File: src/rtl/prog_sequencer_pkg.sv
// Shared types and default parameters for the program sequencer.
package prog_seq_pkg;

  typedef enum logic [1:0] {
    S_IDLE   = 2'd0,
    S_PULSE  = 2'd1,
    S_RUN    = 2'd2,
    S_FINISH = 2'd3
  } state_e;

  localparam int DEF_NPROG   = 3;
  localparam int DEF_HOLD    = 4;
  localparam int DEF_CW      = 16;
  localparam int DEF_TIMEOUT = 0;

  // Program index width, never narrower than one bit.
  function automatic int idx_w(input int n);
    return (n > 1) ? $clog2(n) : 1;
  endfunction

endpackage

File: src/rtl/prog_sequencer_if.sv
// Start/Done program handshake plus status, seen from the sequencer (master)
// and from the controlling host (slave).
interface prog_sequencer_if
  import prog_seq_pkg::*;
#(
  parameter int NPROG = DEF_NPROG,
  parameter int CW    = DEF_CW
) ();
  localparam int PW = idx_w(NPROG);

  logic          Go;
  logic          Done;
  logic          Start;
  logic [PW-1:0] ProgIdx;
  logic          Running;
  logic [CW-1:0] CycleCount;
  logic          CountValid;
  logic          TimedOut;
  logic          AllDone;

  modport master (
    input  Go, Done,
    output Start, ProgIdx, Running, CycleCount, CountValid, TimedOut, AllDone
  );

  modport slave (
    output Go, Done,
    input  Start, ProgIdx, Running, CycleCount, CountValid, TimedOut, AllDone
  );
endinterface

File: src/rtl/prog_sequencer_sat_counter.sv
// W-bit up counter with synchronous clear and saturation at all-ones.
module sat_counter #(
  parameter int W = 16
) (
  input  logic         clk,
  input  logic         rst_n,
  input  logic         clr,
  input  logic         en,
  output logic [W-1:0] cnt
);
  logic [W-1:0] cnt_q, cnt_d;

  // Clear has priority; increment stops once the counter is saturated.
  always_comb begin
    cnt_d = cnt_q;
    if (clr)                       cnt_d = '0;
    else if (en && (cnt_q != '1))  cnt_d = cnt_q + 1'b1;
  end

  // Count register.
  always_ff @(posedge clk or negedge rst_n) begin
    if (!rst_n) cnt_q <= '0;
    else        cnt_q <= cnt_d;
  end

  assign cnt = cnt_q;
endmodule

File: src/rtl/prog_sequencer.sv
// Host-side Start/Done initiator: runs NPROG programs per Go, measures each
// program's RUN length and optionally aborts the sequence on a timeout.
module prog_sequencer
  import prog_seq_pkg::*;
#(
  parameter int NPROG   = DEF_NPROG,
  parameter int HOLD    = DEF_HOLD,
  parameter int CW      = DEF_CW,
  parameter int TIMEOUT = DEF_TIMEOUT
) (
  input  logic           Clk,
  input  logic           ResetN,
  prog_sequencer_if.master bus
);
  localparam int PW = idx_w(NPROG);
  localparam int HW = $clog2(HOLD + 1);
  localparam logic [HW-1:0] HOLD_LAST = HW'(HOLD - 1);
  localparam logic [PW-1:0] IDX_LAST  = PW'(NPROG - 1);
  localparam logic [CW-1:0] TO_VAL    = CW'(TIMEOUT);

  state_e        state_q, state_d;
  logic          start_q, start_d;
  logic          running_q, running_d;
  logic          alldone_q, alldone_d;
  logic          cv_q, cv_d;
  logic          to_q, to_d;
  logic [PW-1:0] idx_q, idx_d;
  logic [CW-1:0] cc_q, cc_d;
  logic [HW-1:0] hold_q, hold_d;

  logic [CW-1:0] run_cnt;
  logic          run_clr, run_en;

  // Run counter restarts on the PULSE->RUN transition and counts RUN edges
  // that see Done low.
  assign run_clr = (state_q == S_PULSE) && (hold_q == HOLD_LAST);
  assign run_en  = (state_q == S_RUN) && !bus.Done;

  sat_counter #(.W(CW)) u_run_cnt (
    .clk   (Clk),
    .rst_n (ResetN),
    .clr   (run_clr),
    .en    (run_en),
    .cnt   (run_cnt)
  );

  // Next-state and next-output logic; every output is a flop so no input
  // reaches a port combinationally.
  always_comb begin
    state_d   = state_q;
    start_d   = start_q;
    running_d = running_q;
    alldone_d = alldone_q;
    cv_d      = 1'b0;
    to_d      = to_q;
    idx_d     = idx_q;
    cc_d      = cc_q;
    hold_d    = hold_q;
    case (state_q)
      S_IDLE, S_FINISH: begin
        if (bus.Go) begin
          state_d   = S_PULSE;
          start_d   = 1'b1;
          running_d = 1'b1;
          alldone_d = 1'b0;
          to_d      = 1'b0;
          idx_d     = '0;
          hold_d    = '0;
        end
      end
      S_PULSE: begin
        // Done is deliberately ignored here: it may still be high from the
        // previous program.
        if (hold_q == HOLD_LAST) begin
          state_d = S_RUN;
          start_d = 1'b0;
          hold_d  = '0;
        end else begin
          hold_d  = hold_q + 1'b1;
        end
      end
      S_RUN: begin
        if (bus.Done) begin
          // Done beats a coincident timeout.
          cc_d = run_cnt;
          cv_d = 1'b1;
          if (idx_q == IDX_LAST) begin
            state_d   = S_FINISH;
            running_d = 1'b0;
            alldone_d = 1'b1;
          end else begin
            state_d = S_PULSE;
            start_d = 1'b1;
            idx_d   = idx_q + 1'b1;
            hold_d  = '0;
          end
        end else if ((TIMEOUT != 0) && (run_cnt == TO_VAL)) begin
          // Abort the whole sequence; remaining programs are skipped.
          cc_d      = TO_VAL;
          cv_d      = 1'b1;
          to_d      = 1'b1;
          state_d   = S_FINISH;
          running_d = 1'b0;
          alldone_d = 1'b1;
        end
      end
      default: state_d = S_IDLE;
    endcase
  end

  // FSM state and registered outputs.
  always_ff @(posedge Clk or negedge ResetN) begin
    if (!ResetN) begin
      state_q   <= S_IDLE;
      start_q   <= 1'b0;
      running_q <= 1'b0;
      alldone_q <= 1'b0;
      cv_q      <= 1'b0;
      to_q      <= 1'b0;
      idx_q     <= '0;
      cc_q      <= '0;
      hold_q    <= '0;
    end else begin
      state_q   <= state_d;
      start_q   <= start_d;
      running_q <= running_d;
      alldone_q <= alldone_d;
      cv_q      <= cv_d;
      to_q      <= to_d;
      idx_q     <= idx_d;
      cc_q      <= cc_d;
      hold_q    <= hold_d;
    end
  end

  assign bus.Start      = start_q;
  assign bus.ProgIdx    = idx_q;
  assign bus.Running    = running_q;
  assign bus.CycleCount = cc_q;
  assign bus.CountValid = cv_q;
  assign bus.TimedOut   = to_q;
  assign bus.AllDone    = alldone_q;
endmodule

File: src/flat_wrapper.sv
// flat-port wrapper written by rule: the top's interface ports become plain ports
module prog_sequencer_flat import prog_seq_pkg::*;
#(
  parameter int NPROG   = DEF_NPROG,
  parameter int HOLD    = DEF_HOLD,
  parameter int CW      = DEF_CW,
  parameter int TIMEOUT = DEF_TIMEOUT
)
  (Clk, ResetN, bus_Go, bus_Done, bus_Start, bus_ProgIdx, bus_Running, bus_CycleCount, bus_CountValid, bus_TimedOut, bus_AllDone);
  prog_sequencer_if #(.NPROG(NPROG), .CW(CW)) bus_i ();
  input  logic Clk;
  input  logic ResetN;
  input wire logic [$bits(bus_i.Go)-1:0] bus_Go;
  input wire logic [$bits(bus_i.Done)-1:0] bus_Done;
  output wire logic [$bits(bus_i.Start)-1:0] bus_Start;
  output wire logic [$bits(bus_i.ProgIdx)-1:0] bus_ProgIdx;
  output wire logic [$bits(bus_i.Running)-1:0] bus_Running;
  output wire logic [$bits(bus_i.CycleCount)-1:0] bus_CycleCount;
  output wire logic [$bits(bus_i.CountValid)-1:0] bus_CountValid;
  output wire logic [$bits(bus_i.TimedOut)-1:0] bus_TimedOut;
  output wire logic [$bits(bus_i.AllDone)-1:0] bus_AllDone;
  assign bus_i.Go = bus_Go;
  assign bus_i.Done = bus_Done;
  assign bus_Start = bus_i.Start;
  assign bus_ProgIdx = bus_i.ProgIdx;
  assign bus_Running = bus_i.Running;
  assign bus_CycleCount = bus_i.CycleCount;
  assign bus_CountValid = bus_i.CountValid;
  assign bus_TimedOut = bus_i.TimedOut;
  assign bus_AllDone = bus_i.AllDone;
  prog_sequencer #(.NPROG(NPROG), .HOLD(HOLD), .CW(CW), .TIMEOUT(TIMEOUT)) u_core (.Clk(Clk), .ResetN(ResetN), .bus(bus_i));
endmodule
File: config.mk
export PLATFORM = sky130hd
export DESIGN_NAME = prog_sequencer_flat
export DESIGN_NICKNAME = d
export VERILOG_FILES = /design/src/rtl/prog_sequencer_pkg.sv /design/src/rtl/prog_sequencer_if.sv /design/src/rtl/prog_sequencer_sat_counter.sv /design/src/rtl/prog_sequencer.sv /design/src/flat_wrapper.sv
export SDC_FILE = /design/constraint.sdc
export NUM_CORES = 1
export LEC_CHECK = 0
export ABC_AREA = 1
export CORE_UTILIZATION = 25
export CTS_CLUSTER_DIAMETER = 40
export DETAILED_ROUTE_END_ITERATION = 12
export SLEW_MARGIN = 20
export SYNTH_ARGS = -nofsm -noshare
export SYNTH_HDL_FRONTEND = slang
export SYNTH_HIERARCHICAL = 1
export SYNTH_SLANG_ARGS = --single-unit
export TNS_END_PERCENT = 100
File: constraint.sdc
create_clock -name Clk -period 2.84 [get_ports Clk]
set_input_delay 0.568 -clock Clk [delete_from_list [all_inputs] [get_ports Clk]]
set_output_delay 0.568 -clock Clk [all_outputs]
set_load 0.01 [all_outputs]
# Word level (Yosys, flattened, before mapping)
# Cells that the tools add are included.
# W data, S select, Z words.
# classes
n_eq_ne	11
multipliers	0
n_bitwise	0
n_lt_le_gt_ge	0
add_sub_neg	3
div	0
n_reduce_logical	14
shifts	0
n_mux	30
# op_table
operator	n
$mux W16	2
$add A16 B1 Y16 const B	1
$ne A16 B16 Y1 const B	1
$mux W2	7
$mux W3	4
$reduce_and A4 Y1	3
$mux W1	11
$ne A2 B2 Y1 const B	5
$pmux W3 S3	1
$eq A2 B2 Y1 const B	3
$pmux W2 S3	1
$reduce_and A3 Y1	2
$pmux W1 S2	2
$pmux W2 S2	1
$reduce_bool A2 Y1	2
$add A3 B1 Y3 const B	1
$eq A3 B2 Y1 const B	1
$logic_and A1 B1 Y1	3
$pmux W1 S3	1
$add A2 B1 Y2 const B	1
$eq A2 B1 Y1 const B	1
$logic_not A2 Y1	1
$reduce_and A2 Y1	1
$reduce_or A2 Y1	1
$logic_not A1 Y1	1
# totals
input_bits	4
latch_bits	0
mem_bits_ro	0
mem_bits_rw	0
elab_cells	67
regBits	43
n_memories	0

# Depth between registers and ports, before layout
# depth
word_depth	5
ltp_mapped	10
mapped_depth_nobuf	9

# Cells and area by module
# The synthesis kept the hierarchy.
# modules_own_cells
mod	n_inst	area_each_um2	cells_per_inst	seq_area_each_um2
prog_sequencer	1	1211.2	150	675.6
sat_counter	1	1037.2	144	400.4

# Least setup slack after synthesis
# No wires, ideal clock.
# synth_path
path_type	reg2reg
start	register u_core.state_q[0]
end	register u_core.u_run_cnt.cnt_q[2] (netlist: u_core/u_run_cnt/cnt[2])
period_less_slack_ps	1503
setup_ps	66
stages_incl_launch_ff	10
slack_ps	1337
t_arrival_ps	1437
cell_sequence	dfrtp_1 inv_1 ha_1 nand2_1 inv_1 inv_1 nor2_1 buf_2 nand4_1 nand2_1
# synth_via
elab_chain_len	4
word_cells_on_any_way	7
cone_classes	eq/ne (2); mux (1); reduce/logical (4)
# synth_lines
item	line	text
from (decl)	prog_sequencer.sv:21	state_e state_q, state_d;
from (signal assigned)	prog_sequencer.sv:124	state_q <= state_d;
$eq A2 B2 Y1	prog_sequencer.sv:37	assign run_en = (state_q == S_RUN) && !bus.Done;
$logic_and A1 B1 Y1	prog_sequencer.sv:37	
net u_core.run_en	prog_sequencer.sv:32	logic run_clr, run_en;
$logic_and A1 B1 Y1	prog_sequencer_sat_counter.sv:17	else if (en && (cnt_q != '1)) cnt_d = cnt_q + 1'b1;
$reduce_bool A2 Y1 (no source line)	-	
to (signal assigned)	prog_sequencer_sat_counter.sv:23	else cnt_q <= cnt_d;
to (decl)	prog_sequencer_sat_counter.sv:11	logic [W-1:0] cnt_q, cnt_d;
# The timed path passes the listed nets, and every way through them passes these cells.
# A chain may end at the register's enable or synchronous reset.

# Worst setup path after layout
# layout_path
start	register u_core.state_q[1]
end	register u_core.u_run_cnt.cnt_q[3] (netlist: u_core/u_run_cnt/cnt[3])
# layout_via
word_cells_on_any_way	7
cone_classes	eq/ne (2); mux (1); reduce/logical (4)
# layout_lines
item	line	text
$eq A2 B1 Y1 (*)	prog_sequencer.sv:36	assign run_clr = (state_q == S_PULSE) && (hold_q == HOLD_LAST);
$logic_and A1 B1 Y1 (*)	prog_sequencer.sv:36	
net u_core.run_clr	prog_sequencer.sv:32	
$mux W16 / $reduce_bool A2 Y1 (equally long branches)	-	
# The timed path passes the listed nets; every way through them passes the cells marked *.

==> reports/results.tsv <==
stage	metric	value	unit
clocking	Worst-path clk slew	0.08	ns
synthesis	Syn Std Cell Area	2250	um2
clocking	clock root buffer	clkbuf_8	
power	Flop pwr share	0.455	
place	I/O Buffers	25	
floorplan	Site Rows	34	
synthesis	#FFs+latches synth	43	
status	status	complete, no violations	
power	Pint	1.08	mW
synthesis	cell taking the most area after synthesis	dfrtp_1	
power	power per standard cell area	616	nW/um2
timing	Hold WS	0.192	ns
timing	min cycle time layout	1.81	ns
synthesis	Synth Flop Type	dfrtp_1	
power	Switch Pwr	0.581	mW
floorplan	full die area	9380	um2
critical_path	crit path capture type	flip-flop	
detailed_routing	Wirelength per Cell	10.7	um
synthesis	mux cell area share after synthesis	0	
synthesis	Synth top area share	0.479	
synthesis	Synth area leaders	dfrtp_1 (48%), nand2_1 (23%), nor2_1 (4.0%)	
critical_path	r2r worst-path depth	9	
place	routability cong.	0.777	
critical_path	Data arrival, critical path	2.02	ns
detailed_routing	drt drc	0	
power	Max VDD drop	0.168	mV
power	combinational share of power	0.323	
timing	PnR worst setup slack	1.03	ns
clocking	Inserted Clock Buffers	5	
synthesis	largest family of logic cells by synthesized area	simple AND/OR/NAND/NOR gates	
critical_path	Required @ worst endpoint	3.05	ns
timing	Final Cycle Share	0.637	
global_route	first-pass GRT wire length	8.20	mm
timing	Max Clk Rate	0.553	GHz
synthesis	sequential area share after synthesis	0.479	
detailed_routing	final wirelength	4.64	mm
floorplan	height of the die	96.8	um
final_layout	share of layout cells above drive strength 1	0.0741	
detailed_routing	DR iter-0 viols	121	
timing	max-slew violation count	0	
final_layout	NumNets Final	333	
power	Switching Share	0.350	
synthesis	top-count cell post-synth	nand2_1	
critical_path	Setup CP Type	reg2reg	
timing	Final Hold Viols	0	
synthesis	EDFF count, synth	0	
critical_path	CP max FO	14	
flow_run	Max-cap violations	0	
synthesis	simple-gate share of the synthesized area	0.365	
clocking	clock buffer depth	2	
floorplan	Die X	96.8	um
floorplan	Top Ports	27	
final_layout	Diodes inserted	0	
global_route	GRT Residual Overflow	0	
clocking	Worst-Skew Late Latency	0.29	ns
final_layout	FF+latch area	1080	um2
timing	endpoints failing setup	0	
clocking	post_cts resized	0	
synthesis	adder-cell share of the synthesized area	0.0334	
synthesis	Post-Synth XOR/XNOR Area	0.0195	
place	pre-CTS setup slack	0.959	ns
final_layout	area of the multi-input gates	1010	um2
detailed_routing	Post-DRT Antenna Nets	0	
detailed_routing	Vias/cell	4.26	
clocking	Num Clock Sinks	43	
critical_path	crit start category	flip-flop	
timing	unrepaired setup endpoints after global routing	no	
synthesis	commonest cells in the netlist	nand2_1 (136), dfrtp_1 (43), nor2_1 (24)	
synthesis	Synth Area in Compound Gates	0.0317	
global_route	total track usage	0.105	
detailed_routing	DR vias	1839	
floorplan	initial core utilization	0.258	
global_route	vias in the first global route	1746	
place	hpwl dp	3.22	mm
timing	worst clock skew	0.00610	ns
final_layout	fill count	911	
global_route	largest net degree at the start of global routing	44	
floorplan	Placeable Area	8720	um2
clocking	Hold Buf Count CTS	0	
detailed_routing	Pre-antenna DRT Iters	4	
synthesis	Post-Syn Instances	294	
clocking	H-tree Lvls	2	
global_route	initial antenna violation count	0	
synthesis	Synth cell types	30	
clocking	setup bufs post-CTS	0	
hold_path	Hold Crit Class	in2async	
power	Clock power frac	0.222	
clocking	CTS tree	done	
synthesis	Syn Nets	304	
synthesis	Syn. warnings	6	
synthesis	Avg Cell Area, Syn	7.65	um2
synthesis	Post-synth ARST share	1.00	
timing	Setup TNS	0	ns
power	P_leak	1.38	nW
final_layout	area grow syn2layout	19.8	%
==> final cells by class <==
class                      instances  share of cell area
inverter                          27              0.0390
clock inverter                     1             0.00186
sequential                        43               0.400
multi-input combinational        218               0.377
clock buffer                       7              0.0283
timing repair buffer              28               0.104
tap                              108              0.0502
==> cells in the final DEF, fill, tap and decap left out, types with 3 or more instances in the layout <==
cell	instances
nor2_1	24
nand2_2	3
clkdlybuf4s50_1	24
nand2_1	136
clkbuf_8	5
ha_1	6
xor2_1	3
nand3_1	15
o21ai_0	4
inv_1	23
nand4_1	9
dfrtp_1	43
==> per-stage QoR <==
step / power [mW] / std cells / utilization / cell area (um2)
after floorplan: 1.13 / 294 / - / 2250
after detailed placement: 1.30 / 423 / 0.297 / 2590
final: 1.66 / 432 / 0.309 / 2690
after CTS: 1.68 / 431 / 0.306 / 2670
after global placement: 1.29 / 423 / 0.297 / 2590
after global routing: 1.81 / 432 / 0.309 / 2690
==> cell families (layout without fill, tap and decap cells) <==
family / count (synthesis) / in the layout
DFF: 43 / 43
buffers and inverters: 33 / 63
adders and majority gates: 6 / 6
and+or+nand+nor: 195 / 195
AOI/OAI and AO/OA: 11 / 11
xor gates and xnor gates: 5 / 5
other: 1 / 1
==> metal layers <==
| metal | vias to the layer above | GRT usage | part of all wire |
|---|---|---|---|
| met5 | - | 0 | 0 |
| met1 | 836 | 0.136 | 0.49 |
| met2 | 30 | 0.172 | 0.45 |
| met4 | 0 | 0.0344 | 0.014 |
| li1 | 968 | - | - |
| met3 | 5 | 0.0224 | 0.043 |
==> flip-flops by register name (all words and copies together) (netlist names) <==
register               cells
u_core/bus.CountValid      1
u_core/bus.Start           1
u_core/bus.AllDone         1
u_core/state_q             2
u_core/u_run_cnt/cnt      16
u_core/bus.ProgIdx         2
u_core/bus.Running         1
u_core/bus.CycleCount     16
u_core/hold_q              3
==> power groups by stage <==
stage	clock [mW]	combinational (mW)	sequential [mW]
after CTS	0.387	0.536	0.756
after global placement	0	0.524	0.764
after floorplan	0	0.357	0.772
after detailed placement	0	0.532	0.769
after global routing	0.415	0.629	0.770
final	0.368	0.536	0.755
==> critical path: stages, from the launching register on <==
cell and delay [ns]:
dfrtp_1 0.39, inv_1 0.07, ha_1 0.22, inv_1 0.13, nor2_1 0.10, inv_1 0.38, o21ai_0 0.19, a21oi_1 0.15
nand2_1 0.06, o21ai_0 0.06
==> worst paths after layout <==
kind	start	end	slack [ns]
max	u_core/state_q[1]	u_core/u_run_cnt/cnt[3]	1.03
min	ResetN	u_core/bus.CycleCount[9]	0.19
max reg2reg	u_core/state_q[1]	u_core/u_run_cnt/cnt[3]	1.03
min reg2reg	u_core/bus.CycleCount[10]	u_core/bus.CycleCount[10]	0.48
max in group asynchronous	ResetN	u_core/u_run_cnt/cnt[5]	2.17
min in group Clk	u_core/bus.CycleCount[10]	u_core/bus.CycleCount[10]	0.48
Power figures use the tool's default switching activity.
